File: src/rtl/dp_ctrl_pkg.sv
// Shared encodings for the data-processing controller: FSM states, condition codes,
// shifter operand selects and instruction-class helpers.
package dp_ctrl_pkg;

    typedef enum logic [2:0] {
        ST_IDLE   = 3'd0,
        ST_FETCH  = 3'd1,
        ST_DECODE = 3'd2,
        ST_EXEC   = 3'd3,
        ST_WB     = 3'd4
    } state_e;

    typedef enum logic [3:0] {
        COND_EQ = 4'h0,
        COND_NE = 4'h1,
        COND_CS = 4'h2,
        COND_CC = 4'h3,
        COND_MI = 4'h4,
        COND_PL = 4'h5,
        COND_VS = 4'h6,
        COND_VC = 4'h7,
        COND_HI = 4'h8,
        COND_LS = 4'h9,
        COND_GE = 4'hA,
        COND_LT = 4'hB,
        COND_GT = 4'hC,
        COND_LE = 4'hD,
        COND_AL = 4'hE,
        COND_NV = 4'hF
    } cond_e;

    // Shift-amount source for the barrel shifter.
    localparam logic [1:0] RS_REG      = 2'b00;  // Rs[7:0]
    localparam logic [1:0] RS_IMM8_ROT = 2'b01;  // I[11:8]*2
    localparam logic [1:0] RS_IMM5     = 2'b10;  // I[11:7]

    localparam logic [2:0] SHIFT_ROR_IMM = 3'b111;

    // TST/TEQ/CMP/CMN: opcode[3:2] == 2'b10, result is never written back.
    function automatic logic is_compare(input logic [3:0] opcode);
        return opcode[3:2] == 2'b10;
    endfunction

    function automatic logic is_dp_class(input logic [1:0] op_class);
        return op_class == 2'b00;
    endfunction

endpackage

File: src/rtl/dp_controller_if.sv
// Controller <-> datapath bundle: instruction and flags in, strobes and selects out.
interface dp_controller_if;

    logic [31:0] I;
    logic [3:0]  NZCV;
    logic        Write_PC;
    logic        Write_IR;
    logic        Write_Reg;
    logic        LA;
    logic        LB;
    logic        LC;
    logic        LF;
    logic        S;
    logic        rm_imm_s;
    logic [1:0]  rs_imm_s;
    logic [3:0]  ALU_OP;
    logic [2:0]  SHIFT_OP;
    logic [2:0]  state;

    modport master (
        input  I, NZCV,
        output Write_PC, Write_IR, Write_Reg, LA, LB, LC, LF, S,
               rm_imm_s, rs_imm_s, ALU_OP, SHIFT_OP, state
    );

    modport slave (
        output I, NZCV,
        input  Write_PC, Write_IR, Write_Reg, LA, LB, LC, LF, S,
               rm_imm_s, rs_imm_s, ALU_OP, SHIFT_OP, state
    );

endinterface

File: src/rtl/dp_controller_cond_check.sv
// Combinational ARM condition-code evaluator; 1111 is treated as "never".
module cond_check
    import dp_ctrl_pkg::*;
(
    input  logic [3:0] cond,
    input  logic [3:0] NZCV,
    output logic       pass
);

    logic n, z, c, v;

    assign {n, z, c, v} = NZCV;

    // NOTE: combinational outputs get a default first so no path can infer a latch.
    always_comb begin
        pass = 1'b0;
        case (cond_e'(cond))
            COND_EQ: pass = z;
            COND_NE: pass = !z;
            COND_CS: pass = c;
            COND_CC: pass = !c;
            COND_MI: pass = n;
            COND_PL: pass = !n;
            COND_VS: pass = v;
            COND_VC: pass = !v;
            COND_HI: pass = c && !z;
            COND_LS: pass = !c || z;
            COND_GE: pass = (n == v);
            COND_LT: pass = (n != v);
            COND_GT: pass = !z && (n == v);
            COND_LE: pass = z || (n != v);
            COND_AL: pass = 1'b1;
            default: pass = 1'b0;
        endcase
    end

endmodule

File: src/rtl/dp_controller.sv
// Fetch/decode/execute/writeback sequencer for ARM data-processing instructions.
// Strobes and selects decode from the state register and the current instruction.
module dp_controller
    import dp_ctrl_pkg::*;
(
    input  logic            clk,
    input  logic            Rst,
    dp_controller_if.master bus
);

    state_e     state_q, state_d;
    logic [3:0] cond;
    logic [3:0] opcode;
    logic [1:0] shift_type;
    logic       imm_op;
    logic       reg_shift;
    logic       s_bit;
    logic       cond_pass;
    logic       dp_go;
    logic       cmp_class;

    assign cond       = bus.I[31:28];
    assign opcode     = bus.I[24:21];
    assign imm_op     = bus.I[25];
    assign s_bit      = bus.I[20];
    assign shift_type = bus.I[6:5];
    assign reg_shift  = bus.I[4];
    assign cmp_class  = is_compare(opcode);
    assign dp_go      = cond_pass && is_dp_class(bus.I[27:26]);

    cond_check u_cond_check (
        .cond (cond),
        .NZCV (bus.NZCV),
        .pass (cond_pass)
    );

    always_comb begin
        state_d = state_q;
        case (state_q)
            ST_IDLE:   state_d = ST_FETCH;
            ST_FETCH:  state_d = ST_DECODE;
            ST_DECODE: state_d = dp_go ? ST_EXEC : ST_FETCH;
            ST_EXEC:   state_d = cmp_class ? ST_FETCH : ST_WB;
            ST_WB:     state_d = ST_FETCH;
            default:   state_d = ST_IDLE;
        endcase
    end

    // NOTE: sequential state uses non-blocking assignment so every flop samples pre-edge values.
    always_ff @(posedge clk or negedge Rst) begin
        if (!Rst) begin
            state_q <= ST_IDLE;
        end else begin
            state_q <= state_d;
        end
    end

    // Reset drives state_q to IDLE, which in turn decodes every output to 0.
    always_comb begin
        bus.Write_PC  = 1'b0;
        bus.Write_IR  = 1'b0;
        bus.Write_Reg = 1'b0;
        bus.LA        = 1'b0;
        bus.LB        = 1'b0;
        bus.LC        = 1'b0;
        bus.LF        = 1'b0;
        bus.S         = 1'b0;
        bus.rm_imm_s  = 1'b0;
        bus.rs_imm_s  = 2'b00;
        bus.ALU_OP    = 4'h0;
        bus.SHIFT_OP  = 3'b000;

        if (state_q == ST_DECODE || state_q == ST_EXEC) begin
            bus.ALU_OP = opcode;
            if (imm_op) begin
                bus.rm_imm_s = 1'b1;
                bus.rs_imm_s = RS_IMM8_ROT;
                bus.SHIFT_OP = SHIFT_ROR_IMM;
            end else if (reg_shift) begin
                bus.rs_imm_s = RS_REG;
                bus.SHIFT_OP = {shift_type, 1'b1};
            end else begin
                bus.rs_imm_s = RS_IMM5;
                bus.SHIFT_OP = {shift_type, 1'b0};
            end
        end

        case (state_q)
            ST_FETCH: begin
                bus.Write_PC = 1'b1;
                bus.Write_IR = 1'b1;
            end
            ST_DECODE: begin
                bus.LA = dp_go;
                bus.LB = dp_go;
                bus.LC = dp_go;
            end
            ST_EXEC: begin
                bus.LF = 1'b1;
                bus.S  = s_bit || cmp_class;
            end
            ST_WB: begin
                bus.Write_Reg = 1'b1;
            end
            default: ;
        endcase
    end

    assign bus.state = state_q;

endmodule

File: src/flat_wrapper.sv
// flat-port wrapper written by rule: the top's interface ports become plain ports
module dp_controller_flat import dp_ctrl_pkg::*;
  (clk, Rst, bus_I, bus_NZCV, bus_Write_PC, bus_Write_IR, bus_Write_Reg, bus_LA, bus_LB, bus_LC, bus_LF, bus_S, bus_rm_imm_s, bus_rs_imm_s, bus_ALU_OP, bus_SHIFT_OP, bus_state);
  dp_controller_if bus_i ();
  input  logic clk;
  input  logic Rst;
  input wire logic [$bits(bus_i.I)-1:0] bus_I;
  input wire logic [$bits(bus_i.NZCV)-1:0] bus_NZCV;
  output wire logic [$bits(bus_i.Write_PC)-1:0] bus_Write_PC;
  output wire logic [$bits(bus_i.Write_IR)-1:0] bus_Write_IR;
  output wire logic [$bits(bus_i.Write_Reg)-1:0] bus_Write_Reg;
  output wire logic [$bits(bus_i.LA)-1:0] bus_LA;
  output wire logic [$bits(bus_i.LB)-1:0] bus_LB;
  output wire logic [$bits(bus_i.LC)-1:0] bus_LC;
  output wire logic [$bits(bus_i.LF)-1:0] bus_LF;
  output wire logic [$bits(bus_i.S)-1:0] bus_S;
  output wire logic [$bits(bus_i.rm_imm_s)-1:0] bus_rm_imm_s;
  output wire logic [$bits(bus_i.rs_imm_s)-1:0] bus_rs_imm_s;
  output wire logic [$bits(bus_i.ALU_OP)-1:0] bus_ALU_OP;
  output wire logic [$bits(bus_i.SHIFT_OP)-1:0] bus_SHIFT_OP;
  output wire logic [$bits(bus_i.state)-1:0] bus_state;
  assign bus_i.I = bus_I;
  assign bus_i.NZCV = bus_NZCV;
  assign bus_Write_PC = bus_i.Write_PC;
  assign bus_Write_IR = bus_i.Write_IR;
  assign bus_Write_Reg = bus_i.Write_Reg;
  assign bus_LA = bus_i.LA;
  assign bus_LB = bus_i.LB;
  assign bus_LC = bus_i.LC;
  assign bus_LF = bus_i.LF;
  assign bus_S = bus_i.S;
  assign bus_rm_imm_s = bus_i.rm_imm_s;
  assign bus_rs_imm_s = bus_i.rs_imm_s;
  assign bus_ALU_OP = bus_i.ALU_OP;
  assign bus_SHIFT_OP = bus_i.SHIFT_OP;
  assign bus_state = bus_i.state;
  dp_controller u_core (.clk(clk), .Rst(Rst), .bus(bus_i));
endmodule
File: config.mk
export PLATFORM = sky130hd
export DESIGN_NAME = dp_controller_flat
export DESIGN_NICKNAME = d
export VERILOG_FILES = /design/src/rtl/dp_ctrl_pkg.sv /design/src/rtl/dp_controller_if.sv /design/src/rtl/dp_controller_cond_check.sv /design/src/rtl/dp_controller.sv /design/src/flat_wrapper.sv
export SDC_FILE = /design/constraint.sdc
export NUM_CORES = 1
export LEC_CHECK = 0
export ABC_AREA = 1
export ABC_CLOCK_PERIOD_IN_PS = 3990
export BUFFER_PORTS_ARGS = -buffer_cell sky130_fd_sc_hd__buf_2
export CAP_MARGIN = 20
export CORE_MARGIN = 2
export CORE_UTILIZATION = 34
export DETAILED_ROUTE_END_ITERATION = 7
export PLACE_DENSITY = 0.91
export SETUP_SLACK_MARGIN = 0.05
export SLEW_MARGIN = 20
export SYNTH_ARGS = -nofsm -noshare
export SYNTH_HDL_FRONTEND = slang
export SYNTH_SLANG_ARGS = --single-unit
export TNS_END_PERCENT = 1
File: constraint.sdc
create_clock -name clk -period 3.99 [get_ports clk]
set_input_delay 1.197 -clock clk [delete_from_list [all_inputs] [get_ports clk]]
set_output_delay 1.197 -clock clk [all_outputs]
set_load 0.05 [all_outputs]
==> metrics.cfg <==
[status]
status=complete, no violations

[clocking]
postCtsSetupBuffers=0
htreeDepth=1
cts_num_sinks=3
clock_latency_ns=0.23
cts.path.max_buffers=2
cts_resized=0
cts_hold_buf=0
cts.clk_slew.worst_paths_ns=0.04
root_buffer=clkbuf_4
cts_buffers=3
cts_tree=yes

[layout]
area_delta_synth_final_pct=44.8
final_cell_area_sq_um=699
stdcell_count=152
antenna_cells=0
largest_register_ffs=3
drive_above_1_share=0.350
nFillCells=149
finish.utilization=0.531
final_nets=176

[power]
pwr_density_cell_nw_per_um2=706
p_total_w=0.000493
ir_worst_vdd_mv=0.469
power_leakage_nw=0.495

[global_route]
grt_overflow_total=0
antenna_found_initial=0
grt_pass1_vias=595
grt_max_degree=12
grtUsageTotal=0.148
grt_pass1_wl_um=2150

[floorplan]
die_area_sq_um=1740
start_util=0.367
num_io_pins=59
die_w_um=41.7
die_y_um=41.7
num_rows=13
core_sq_um=1320

[setup_path]
ff2ff_setup_slack_ns=2.88
reg2reg_depth=6
reg2reg_to=u_core.bus.state[0]
critPathKind=primary input to output port
worstSetupStartpoint=bus_NZCV[0]
crit_path_end=bus_LA
critPathMaxFanout=4
crit_path_end_kind=output port
critical_path_required_ns=2.79
cp.arrival_ns=2.30
startpoint_type=primary input
r2r_start=u_core.bus.state[1]

[timing]
setup_viol=0
fmax_mhz=286
clock_skew_ns=0.00394
maxSlewHeadroom=0.803
finalHoldViolations=0
rsz0062_at_grt=false
setup_tns_ns=0
slew_viol_final=0
worst_pin_slew_ns=0.293
timing.final.crit_share=0.875
post-route-min-period_ns=3.49

[logic_synthesis]
yosys-top-cells-count=nand2_1, nor2_1, inv_1
ys_warn_count=0
synth_edf_count=0
synth.cell_area_sq_um=483
synthCells=97
yosysTopAreaCellShare=0.194
synth_top_area_cell=nand2_1
yosys-top-cells-area=nand2_1, nor2_1, dfrtp_1
synth_most_common_cell=nand2_1
postSynthAreaPerCell_sq_um=4.98
syn-num-nets=135
ys_seq_elements=3
ys_types=14
async_reset_ff_frac=1.00
ys_seq_area_frac=0.155
synth_ff_type=dfrtp_1

[placement]
dp.cells=148
io_buffers=41
post-dp-hpwl_um=1160
dpl-instance-area_sq_um=673
gp_congestion=0.720

[detailed_routing]
wl_met1_um=544
wirelength_um=1330
wl_per_cell_um=8.73
vias=681
drc=0
drt-vias-per-instance=4.48
drtIter0Drc=12
wl_met2_um=706
drt_first_pass_iters=4
wl_met3_um=76
maxUsedRoutingLayer=met3
detail-route-antenna-nets=0

[min_path]
hp-class=flip-flop to flip-flop

[run]
cap_violations=0

-- critical path, cell delays in order --
cell     delay, ns
buf_2         0.12
inv_1         0.08
nand2_1       0.08
nand3_1       0.09
nand2_1       0.08
nor2_1        0.15
a21oi_2       0.04
nand2_1       0.07
nand2_1       0.06
inv_1         0.08
buf_2         0.26
-- cells by family (layout without fill, tap and decap cells) --
group                  after synthesis  in the layout  share of synthesized area
flip-flops                           3              3                      0.155
buffers and inverters               25             65                      0.225
AO/OA/AOI/OAI                        3              3                     0.0466
AND/OR/NAND/NOR                     66             66                      0.573
-- final cells by class --
type	count	area, sq um	area share
timing repair buffer	41	205	0.293
sequential	3	75.1	0.107
inverter	20	75.1	0.107
multi-input combinational	69	299	0.428
tap	15	18.8	0.0268
clock buffer	4	26.3	0.0376
-- worst min path at each step --
| stage | slack (ns) | from | endpoint | depth (start not counted) |
|---|---|---|---|---|
| after CTS | 0.60 | u_core.bus.state[1] | u_core.bus.state[1] | 3 |
| after detailed placement | 0.59 | u_core.bus.state[1] | u_core.bus.state[1] | 3 |
| after global placement | 0.56 | u_core.bus.state[1] | u_core.bus.state[1] | 3 |
| final | 0.59 | u_core.bus.state[1] | u_core.bus.state[1] | 3 |
| after floorplan | 0.85 | u_core.bus.state[0] | u_core.bus.state[2] | 2 |
| after global routing | 0.66 | u_core.bus.state[0] | u_core.bus.state[2] | 2 |
-- power breakdown --
part           total [W]  leakage (nW)  internal, W  switching [W]
Sequential     0.0000516        0.0380    0.0000435     0.00000805
Combinational   0.000390         0.442    0.0000755       0.000314
Clock          0.0000521        0.0150    0.0000374      0.0000147
-- layout by cell type (no fill, tap or decap) --
master and n:
nor2_1 23, a21oi_2 2, clkbuf_1 1, clkbuf_4 3
dfrtp_1 3, nand2_1 25, o21ai_0 1, nand3b_1 1
nor4_1 1, inv_1 20, nand3_1 10, nand2_2 1
nor2_2 1, buf_2 41, nor3_1 4
-- routing by layer --
metal,GRT usage,up-vias
met1,0.174,289
met3,0.0130,0
met5,0,-
li1,-,368
met4,0.0645,0
met2,0.269,24
-- per-stage QoR --
stage          hold WS [ns]  worst slack (ns)
2_1_floorplan         0.848             0.464
3_3_place_gp          0.556             0.557
3_5_place_dp          0.593             0.507
4_1_cts               0.598             0.504
5_1_grt               0.664             0.380
6_report              0.595             0.498
No activity file was read; power rests on OpenSTA's default activity.
